==> src/rtl/spi_pkg.sv <==
// Shared types and helpers for the SPI initiator: FSM state encoding and
// the 24-bit frame layout {opcode, register address, data}.
package spi_pkg;

    typedef enum logic [2:0] {
        ST_FLUSH = 3'd0,
        ST_IDLE  = 3'd1,
        ST_SETUP = 3'd2,
        ST_SHIFT = 3'd3,
        ST_HOLD  = 3'd4,
        ST_TRAIL = 3'd5,
        ST_DONE  = 3'd6
    } spi_src_state_t;

    localparam int         SPI_FRAME_BITS   = 24;
    localparam int         SPI_ADDR_BITS    = 16;
    localparam logic [3:0] OPC_BASE_DEFAULT = 4'b0100;
    localparam logic       RW_READ          = 1'b1;

    // Reads send a zero data byte so the responder sees a clean dummy byte.
    function automatic logic [SPI_FRAME_BITS-1:0] spi_frame(
        input logic [3:0] opc,
        input logic [2:0] hw,
        input logic       rw,
        input logic [7:0] regb,
        input logic [7:0] wdata
    );
        logic [SPI_ADDR_BITS-1:0] hdr;
        hdr = {opc, hw, rw, regb};
        return {hdr, (rw == RW_READ) ? 8'h00 : wdata};
    endfunction

endpackage

==> src/rtl/spi_sclk_tick.sv <==
// Half-period strobe generator: counts 0..CLK_DIV-1 while enabled and
// emits a registered one-cycle tick on the terminal count.
module spi_sclk_tick #(
    parameter int CLK_DIV = 2
) (
    input  logic clk,
    input  logic rstn,
    input  logic en_i,
    output logic tick_o
);
    localparam int CW = $clog2(CLK_DIV);
    localparam logic [CW-1:0] LAST = CW'(CLK_DIV - 1);

    logic [CW-1:0] cnt_q;
    logic          en_q;
    logic          tick_q;

    // en_q delays counting by one cycle so the first half-period starts
    // after the FSM has settled in its enabled state.
    always_ff @(posedge clk or negedge rstn) begin
        if (!rstn) begin
            cnt_q  <= '0;
            en_q   <= 1'b0;
            tick_q <= 1'b0;
        end else if (!en_i) begin
            cnt_q  <= '0;
            en_q   <= 1'b0;
            tick_q <= 1'b0;
        end else begin
            en_q   <= 1'b1;
            tick_q <= en_q && (cnt_q == LAST);
            if (en_q) cnt_q <= (cnt_q == LAST) ? '0 : cnt_q + 1'b1;
        end
    end

    assign tick_o = tick_q;

endmodule

==> src/rtl/spi_src.sv <==
// SPI mode-0 initiator: one 24-bit frame per command (opcode, register,
// data), with trailing csn-high sclk pulses to flush the responder.
module spi_src
    import spi_pkg::*;
#(
    parameter int         CLK_DIV    = 2,
    parameter int         TRAIL_CLKS = 1,
    parameter logic [3:0] OPC_BASE   = OPC_BASE_DEFAULT
) (
    input  logic       clk,
    input  logic       rstn,
    input  logic       cmd_valid,
    output logic       cmd_ready,
    input  logic       cmd_rw,
    input  logic [2:0] cmd_hw_addr,
    input  logic [7:0] cmd_reg,
    input  logic [7:0] cmd_wdata,
    output logic       rsp_valid,
    output logic [7:0] rsp_rdata,
    output logic       busy,
    output logic       sclk_o,
    output logic       csn_o,
    output logic       mosi_o,
    input  logic       miso_i
);
    localparam logic [2:0] TRAIL_LAST = 3'(TRAIL_CLKS - 1);
    localparam logic [4:0] LAST_BIT   = 5'(SPI_FRAME_BITS);
    localparam logic [4:0] RX_FIRST   = 5'(SPI_FRAME_BITS - 8);

    spi_src_state_t            state_q, state_d;
    logic [SPI_FRAME_BITS-1:0] shreg_q, frame;
    logic [4:0]                bitcnt_q;
    logic [2:0]                trcnt_q;
    logic                      sclk_q, csn_q, mosi_q, rw_q;
    logic [7:0]                rdata_q, rsp_rdata_q;
    logic                      tick, tick_en, rise, fall, trail_done, accept;

    spi_sclk_tick #(.CLK_DIV(CLK_DIV)) u_tick (
        .clk    (clk),
        .rstn   (rstn),
        .en_i   (tick_en),
        .tick_o (tick)
    );

    assign frame      = spi_frame(OPC_BASE, cmd_hw_addr, cmd_rw, cmd_reg, cmd_wdata);
    assign rise       = tick && !sclk_q;
    assign fall       = tick && sclk_q;
    assign accept     = cmd_valid && (state_q == ST_IDLE);
    assign trail_done = (TRAIL_CLKS == 0) || (fall && trcnt_q == TRAIL_LAST);

    always_ff @(posedge clk or negedge rstn) begin
        if (!rstn) state_q <= ST_FLUSH;
        else       state_q <= state_d;
    end

    always_comb begin
        state_d = state_q;
        case (state_q)
            ST_FLUSH: if (trail_done) state_d = ST_IDLE;
            ST_IDLE:  if (cmd_valid) state_d = ST_SETUP;
            ST_SETUP: if (tick) state_d = ST_SHIFT;
            ST_SHIFT: if (fall && bitcnt_q == LAST_BIT) state_d = ST_HOLD;
            ST_HOLD:  if (tick) state_d = (TRAIL_CLKS == 0) ? ST_DONE : ST_TRAIL;
            ST_TRAIL: if (trail_done) state_d = ST_DONE;
            ST_DONE:  state_d = ST_IDLE;
            default:  state_d = ST_FLUSH;
        endcase
    end

    always_comb begin
        cmd_ready = (state_q == ST_IDLE);
        busy      = (state_q != ST_IDLE);
        rsp_valid = (state_q == ST_DONE);
        tick_en   = (state_q == ST_FLUSH) || (state_q == ST_SETUP) || (state_q == ST_SHIFT) ||
                    (state_q == ST_HOLD)  || (state_q == ST_TRAIL);
    end

    always_ff @(posedge clk or negedge rstn) begin
        if (!rstn) begin
            shreg_q     <= '0;
            bitcnt_q    <= '0;
            trcnt_q     <= '0;
            sclk_q      <= 1'b0;
            csn_q       <= 1'b1;
            mosi_q      <= 1'b0;
            rw_q        <= 1'b0;
            rdata_q     <= '0;
            rsp_rdata_q <= '0;
        end else begin
            // Response byte is published as DONE is entered so it lines up with rsp_valid.
            if (state_d == ST_DONE && state_q != ST_DONE)
                rsp_rdata_q <= (rw_q == RW_READ) ? rdata_q : 8'h00;
            case (state_q)
                ST_IDLE: if (accept) begin
                    shreg_q  <= frame;
                    rw_q     <= cmd_rw;
                    bitcnt_q <= '0;
                    trcnt_q  <= '0;
                    rdata_q  <= '0;
                    csn_q    <= 1'b0;
                    mosi_q   <= frame[SPI_FRAME_BITS-1];
                end
                ST_FLUSH, ST_TRAIL: if (tick) begin
                    sclk_q <= ~sclk_q;
                    if (sclk_q) trcnt_q <= trcnt_q + 3'd1;
                end
                ST_SHIFT: if (rise) begin
                    sclk_q <= 1'b1;
                    if (bitcnt_q != LAST_BIT) bitcnt_q <= bitcnt_q + 5'd1;
                    if (rw_q == RW_READ && bitcnt_q >= RX_FIRST) rdata_q <= {rdata_q[6:0], miso_i};
                end else if (fall) begin
                    sclk_q <= 1'b0;
                    if (bitcnt_q != LAST_BIT) begin
                        shreg_q <= {shreg_q[SPI_FRAME_BITS-2:0], 1'b0};
                        mosi_q  <= shreg_q[SPI_FRAME_BITS-2];
                    end
                end
                ST_HOLD: if (tick) begin
                    csn_q  <= 1'b1;
                    mosi_q <= 1'b0;
                end
                default: ;
            endcase
        end
    end

    assign sclk_o    = sclk_q;
    assign csn_o     = csn_q;
    assign mosi_o    = mosi_q;
    assign rsp_rdata = rsp_rdata_q;

endmodule

==> config.mk <==
export PLATFORM = sky130hd
export DESIGN_NAME = spi_src
export DESIGN_NICKNAME = d
export VERILOG_FILES = /design/src/rtl/spi_pkg.sv /design/src/rtl/spi_sclk_tick.sv /design/src/rtl/spi_src.sv
export SDC_FILE = /design/constraint.sdc
export NUM_CORES = 1
export LEC_CHECK = 0
export ABC_CLOCK_PERIOD_IN_PS = 3550
export BUFFER_PORTS_ARGS = -buffer_cell sky130_fd_sc_hd__buf_2
export CORE_AREA = 3 3 76 78
export CTS_CLUSTER_SIZE = 16
export DETAILED_ROUTE_END_ITERATION = 10
export DIE_AREA = 0 0 79 81
export HOLD_SLACK_MARGIN = 0.12
export PLACE_DENSITY = 0.84
export SETUP_SLACK_MARGIN = 0.3
export SYNTH_ARGS = -nofsm -noshare
export SYNTH_HDL_FRONTEND = slang
export SYNTH_SLANG_ARGS = --single-unit
==> constraint.sdc <==
create_clock -name clk -period 3.55 [get_ports clk]
set_input_delay 0 -clock clk [delete_from_list [all_inputs] [get_ports clk]]
set_output_delay 0 -clock clk [all_outputs]
set_load 0.02 [all_outputs]
---- After elaboration in Yosys (flattened, before gate mapping) ----
Cells that the tools add are included.
operators by class
  add/sub/neg operators ................... 3
  multiply operators ...................... 0
  divide/modulo/power cells ............... 0
  $lt $le $gt $ge ......................... 1
  eq/ne operators ......................... 22
  shift operators ......................... 0
  muxes and demuxes ....................... 43
  bitwise gates (word level) .............. 1
  reduce and logical (&&, ||, !) cells .... 29
operator list
  cell                                                                     number
  23-bit two-way mux                                                       4
  23-bit one-hot mux with 2 select lines                                   1
  8-bit two-way mux                                                        5
  3-bit two-way mux                                                        9
  3-bit one-hot mux with 7 select lines                                    1
  8-bit one-hot mux with 2 select lines                                    1
  5-bit two-way mux                                                        3
  1-bit two-way mux                                                        14
  3-bit == test, second input constant                                     4
  4-bit AND reduction                                                      3
  2-bit by 1-bit inequality test with 1-bit output, second input constant  5
  2-bit inequality test, second input constant                             5
  5-bit one-hot mux with 2 select lines                                    1
  1-bit logical AND                                                        8
  2-bit nonzero test                                                       4
  3-bit by 2-bit == test with 1-bit output, second input constant          2
  3-bit logical NOT                                                        2
  3-bit inequality test, second input constant                             2
  3-bit one-hot mux with 2 select lines                                    1
  3-bit AND reduction                                                      2
  6-bit AND reduction                                                      1
  5-bit by 1-bit adder with 5-bit output, second input constant            1
  5-bit == test, second input constant                                     1
  5-bit >= comparator, second input constant                               1
  14 further kinds                                                         18
storage, ports and cells
  flip-flop bits (word level) ............. 57
  latch bits .............................. 0
  RAM bits ................................ 0
  memory bits (read-only) ................. 0
  bits of input ports ..................... 24
  output and inout bits ................... 14
  logic and storage cells ................. 112
  memories kept ........................... 0

---- Logic depth before layout (Yosys ltp) ----
  word-level depth ........................ 6
  depth in mapped cells ................... 6
  depth with buffers taken out ............ 5

---- Hierarchy ----
A second synthesis with hierarchy kept.
second synthesis, totals
  cell total of the unflattened synthesis .. 302
  area, all modules ....................... 2,922.8 µm²
by module, submodules not included
  module         instances  cells each  area each (µm²)  seq. area each (µm²)
  spi_src        1          296         2,825.2          1,352.5
  spi_sclk_tick  1          6           97.6             75.1

---- Least setup slack after synthesis ----
OpenSTA, ideal clock, no wires.
  kind .................................... register -> register
  from .................................... reg state_q[2]
  to ...................................... reg u_tick.tick_q (netlist: u_tick.tick_o)
  setup time .............................. 0.120 ns
  data arrival time ....................... 1.620 ns
  data required time ...................... 3.430 ns
  slack ................................... 1.811 ns
  cell stages (with the launch flop) ...... 6
  buffers on the path ..................... 2
  clock period less this slack ............ 1.739 ns
  cell sequence ........................... dfrtp_1 buf_6 clkbuf_1 nor3b_1 a21oi_1 and3_1
on the way
  cells in the longest elaborated chain, start to end .. 6
  elaborated cells on any way between the ends .. 10
  those cells by class .................... eq/ne (4); mux (1); reduce/logical (5)
ends and longest elaborated chain
  element                                                                               RTL line             RTL
  from (decl)                                                                           spi_src.sv:30        spi_src_state_t state_q, state_d;
  from (signal assigned)                                                                spi_src.sv:53        else state_q <= state_d;
  3-bit by 2-bit == test with 1-bit output / 3-bit logical NOT (equally long branches)  spi_src.sv:74        tick_en = (state_q == ST_FLUSH) || (state_q == ST_SETUP) || (state_q == ST_SHIFT) ||
  1-bit logical OR (3 in a row)                                                         spi_src.sv:74
  1-bit logical OR (*)                                                                  spi_src.sv:75        (state_q == ST_HOLD) || (state_q == ST_TRAIL);
  named net tick_en                                                                     spi_src.sv:36        logic tick, tick_en, rise, fall, trail_done, accept;
  1-bit two-way mux (*)                                                                 spi_sclk_tick.sv:25  end else if (!en_i) begin
  to (signal assigned)                                                                  spi_sclk_tick.sv:31  tick_q <= en_q && (cnt_q == LAST);
  to (decl)                                                                             spi_sclk_tick.sv:16  logic tick_q;
Mark *: on every way through the listed nets, which the timed path passes. The rest lies on a longest branch.
A chain may end at the register's enable or synchronous reset.

---- Final worst setup path ----
  from .................................... reg state_q[1]
  to ...................................... reg shreg_q[0]
on the way
  cells in the longest elaborated chain, start to end .. 4
  elaborated cells on any way between the ends .. 10
  those cells by class .................... eq/ne (6); mux (1); reduce/logical (3)
ends and longest elaborated chain
  element                                                            RTL line                      RTL
  3-bit by 1-bit == test with 1-bit output                           spi_src.sv:48, spi_src.sv:93
  1-bit logical AND                                                  spi_src.sv:48                 assign accept = cmd_valid && (state_q == ST_IDLE);
  2-bit by 1-bit inequality test with 1-bit output (no source line)  -
  5-bit AND reduction (no source line)                               -
  to (signal assigned)                                               spi_src.sv:95                 shreg_q <= frame;
  to (signal assigned)                                               spi_src.sv:114                shreg_q <= {shreg_q[SPI_FRAME_BITS-2:0], 1'b0};
  to (decl)                                                          spi_src.sv:31                 logic [SPI_FRAME_BITS-1:0] shreg_q, frame;
Parallel ways exist; a longest one is shown, timed or not.

==> results.md <==
Cells and area:
- 0 antenna diodes ended up in the layout.
- The number of standard cells in the layout, taps in and fillers out is 426.
- The layout has 416 filler cells.
- At the end of the flow, the number of nets in the layout was between 300 and 400.
- The proportion of layout cells with a drive suffix above 1 is 0.191.
- The area added between synthesis and finish is 15.5%.

Logic synthesis:
- In the post-synthesis netlist, the biggest area contributors are dfrtp_1 45%, mux2i_1 5.5%, a211oi_1 4.6%.
- The synthesized design spends more area on one cell type than any other, namely dfrtp_1.
- The synthesized instance count is 311.
- The share of the synthesized area in compound gates (AO/OA/AOI/OAI) is 0.158.
- The post-synthesis register bit count is 57.
- Synthesis instantiated 55 different standard cells from the library.
- For this run, the number of Yosys warnings is 0.
- The post-synthesis net count is 339.
- By count the netlist is led by 56 x dfrtp_1, 28 x nor2_1, 25 x nand2_1.
- The cell area after synthesis is 0.00308 sq mm.
- Of the total synthesized cell area, the portion taken by AND, OR, NAND and NOR gates is 0.205.
- Of the post-synthesis cell area, the part taken by muxes is 0.0772.
- The dominant combinational cell family by area after synthesis is simple AND/OR/NAND/NOR gates.
- The most common cell in the synthesized netlist is dfrtp_1.
- In this run, synthesis inferred 0 flip-flops with an integrated enable.
- For this run, the register share of the synthesized area comes to 0.463.
- Of the total synthesized cell area, the portion taken by XOR and XNOR cells is 0.00569.
- The most frequently used flop master after synthesis is dfrtp_1.
- After synthesis, the share of flip-flops with an asynchronous set or reset is 1.00.
- Of the total synthesized cell area, the portion taken by full adders, half adders and majority gates is 0.0162.
- The mean instance size in the synthesized netlist is approximately 9.9 sq um.
- Of the post-synthesis cell area, the dominant cell type holds 0.455.

Die:
- The floorplan step set the die width to 79 microns.
- The die outline height is 81 microns.
- The effective utilization at floorplan is 0.599.
- The placeable core region is 0.00514 sq mm.
- 38 I/O pins were placed.
- The total number of placement rows is 26.
- The floorplan die area is 0.00640 sq mm.

Placement:
- After legalization and detailed placement, the total HPWL measured approximately 4000 microns.
- At the end of routability-driven placement, the weighted congestion stood at 0.839.
- Buffers placed on the I/O ports in this run total 37.
- The count of placed standard cells including taps is 395.
- Timing analysis after detailed placement gives a worst setup slack of 1.25 ns.

Power:
- Internal power comes to 1.60 mW.
- The maximum VDD drop is 429 uV.
- For this design the static power due to leakage is 1.52 nW.
- The share of total power dissipated in sequential elements is 0.447.
- Of the total power, the share spent switching nets is 0.407.
- The combinational fraction of design power is 0.367.
- The power spent charging and discharging nets is around 1.1 mW.
- In this run the power density over the cells is between 700 and 800 mW/mm^2.
- The share of total power in the clock network is 0.186.

STA:
- The setup skew after layout is 0.0113 ns.
- The final max-slew violation count was 0.
- Measured against its own limit, the worst slew margin works out to 0.312.
- The actual transition at the worst max-transition pin is between 1 and 1.5 ns.
- Dividing the final minimum period by the clock period gives 0.691.
- Setup repair after global routing left no endpoint under its margin.
- Based on the critical path, the design can be clocked at up to 407 MHz.
- The total negative slack for setup checks is 0 ns.
- On the final layout, the worst hold slack is 0.114 ns.
- The setup-violating endpoint count in the final report is 0.
- The time the final worst path needs with I/O delays and setup is 2.45 ns.
- The worst-case setup margin in the final layout is 1.10 ns.
- The number of hold-slack violations in the final timing report is 0.

Clocking:
- The maximum level of the CTS H-tree is 3.
- Clock tree synthesis selected as its root buffer the cell clkbuf_8.
- The number of sinks driven by the clock tree is 57.
- The clock transition at the registers of the reported paths is ~0.07 ns.
- The buffers inserted during post-CTS setup optimization is 0.
- TritonCTS built the clock tree.
- Clock latency on the worst-skew pair, taken at its later pin, is roughly 0.34 ns.
- The number of buffers added by the clock tree synthesis step is 9.
- Post-CTS repair changed the size of 0 cells.
- The hold buffer count at cts is 16.
- The buffer levels on the longest clock path is 2.

Setup path:
- At the worst endpoint, the arrival time is between 2 and 3 ns.
- The kind of cell with the highest combined delay on the critical path is flip-flops.
- The endpoint kind of the worst setup timing path is a flop.
- The largest single stage delay on the critical path is 1.05 ns.
- The required time of the critical path is 3.77 ns.
- On the critical path, the stage with the largest delay is an instance of dfrtp_2.
- Walking the worst path, the cells encountered are nor4bb_4, buf_4, a32oi_1, dlygate4sd3_1, o21ai_0.
- Counting both buffers and inverters, the worst setup path holds a total of 2.
- The nature of the critical path startpoint is a flop.
- The maximum fanout count along the critical path is 64.
- The category of the most critical setup path is reg -> reg.

Run:
- Max-cap violations in this run came to 0.

Global routing:
- The first-pass GRT wire length is 10900 microns.
- For this run, the total global-route usage over all layers was measured as 0.221.
- The via count of the first global-routing pass is 2356.
- The number of antenna violations at the first check in global routing is 0.
- The pin count of the biggest net entering global routing is 65.
- For this run the aggregate overflow at the end of global routing stands at 0.

Drt:
- Dividing the detail-routed via count by the number of cells gives 5.76.
- The final wirelength is 6450 microns.
- For this block, the via count after detailed routing is around 2500.
- The number of design-rule violations left by the first detailed-router iteration is 200.
- Dividing the detail-routed wire length by the instance count gives 15.1 microns.
- The count of antenna-violating nets left after detailed routing is 0.
- The pre-antenna-repair detailed-routing pass consisted of 4 iterations.
- The detailed-route DRC error count is 0.

Hold path:
- The type of the tightest min-delay check is in -> reg.

Run status:
- The flow ran to the end, and the final reports show no timing, DRC or antenna violations.
path summary, 6_finish.rpt:
kind                                      from      endpoint  slack (ns)  depth (start not counted)
worst max-delay path                state_q[1]    shreg_q[0]        1.10                          5
worst min register to register           csn_o         csn_o        0.52                          2
worst max register to register      state_q[1]    shreg_q[0]        1.10                          5
max in group asynchronous                 rstn    state_q[1]        2.74                          3
min in group asynchronous                 rstn  rsp_rdata[5]        0.32                          3
worst min-delay path            cmd_hw_addr[2]   shreg_q[19]        0.11                          4
power groups by stage:
stage	logic (mW)	clock network, mW	registers, mW
floorplan	0.943	0	1.03
global placement	0.933	0	1.20
detailed placement	0.973	0	1.21
CTS	0.999	0.506	1.20
global route	1.12	0.539	1.25
finish	0.992	0.503	1.21
sequential cells by signal, summed over array words and instances, names as in the netlist:
register,cells
bitcnt_q,5
csn_o,1
mosi_o,1
rdata_q,8
rsp_rdata,8
rw_q,1
sclk_o,1
shreg_q,23
state_q,3
trcnt_q,3
u_tick.cnt_q,1
u_tick.en_q,1
u_tick.tick_o,1
layout make-up:
class / instances / area (sq um) / share of cell area
repair buffers: 56 / 368 / 0.103
multi-input cells: 207 / 1440 / 0.405
flip-flops and latches: 57 / 1430 / 0.402
clock buffers: 11 / 131 / 0.0369
inverters: 21 / 78.8 / 0.0222
well taps: 70 / 87.6 / 0.0246
clock inverters: 4 / 22.5 / 0.00633
placed cells by master (no fill, tap or decap), types with 3 or more instances in the layout:
cell type      count
a211oi_1          19
a22oi_1           19
and4b_1            3
buf_2             37
buf_4              3
clkbuf_8           9
clkinv_2           3
dfrtp_1           55
dlygate4sd3_1     16
ha_1               4
inv_1             21
mux2_2             6
mux2i_1           17
nand2_1           25
nand2b_1           4
nand3_1            5
nand4_1            3
nor2_1            28
nor2b_1           14
nor3_1             3
nor3b_1            8
o21ai_0            8
logic make-up (layout without fill, tap and decap cells):
kind of cell               Yosys count  count (layout)
and+or+nand+nor                    112             112
AOI/OAI and AO/OA                   66              66
DFF                                 57              57
buffers and inverters               47              92
muxes                               23              23
adders and majority gates            4               4
xor gates and xnor gates             2               2
tightest hold or removal path, stage by stage:
cell      delay, ns
buf_2          0.07
nor2b_1        0.14
a211oi_1       0.06
a22oi_1        0.13
stage by stage:
step / instance area, sq um / power [mW] / util
CTS: 3560 / 2.71 / 0.692
finish: 3560 / 2.71 / 0.692
detailed placement: 3240 / 2.19 / 0.631
floorplan: 3080 / 1.98 / -
global placement: 3240 / 2.13 / 0.631
global route: 3560 / 2.91 / 0.692
metal layers:
metal,GRT usage,share of wire,vias to the layer above,wire length (microns)
met1,0.277,0.45,1198,2880
li1,-,-,1188,-
met4,0.113,0.017,0,108
met3,0.0466,0.037,8,240
met2,0.364,0.50,60,3230
met5,0,0,-,0
(Power assumes the default switching activity.)
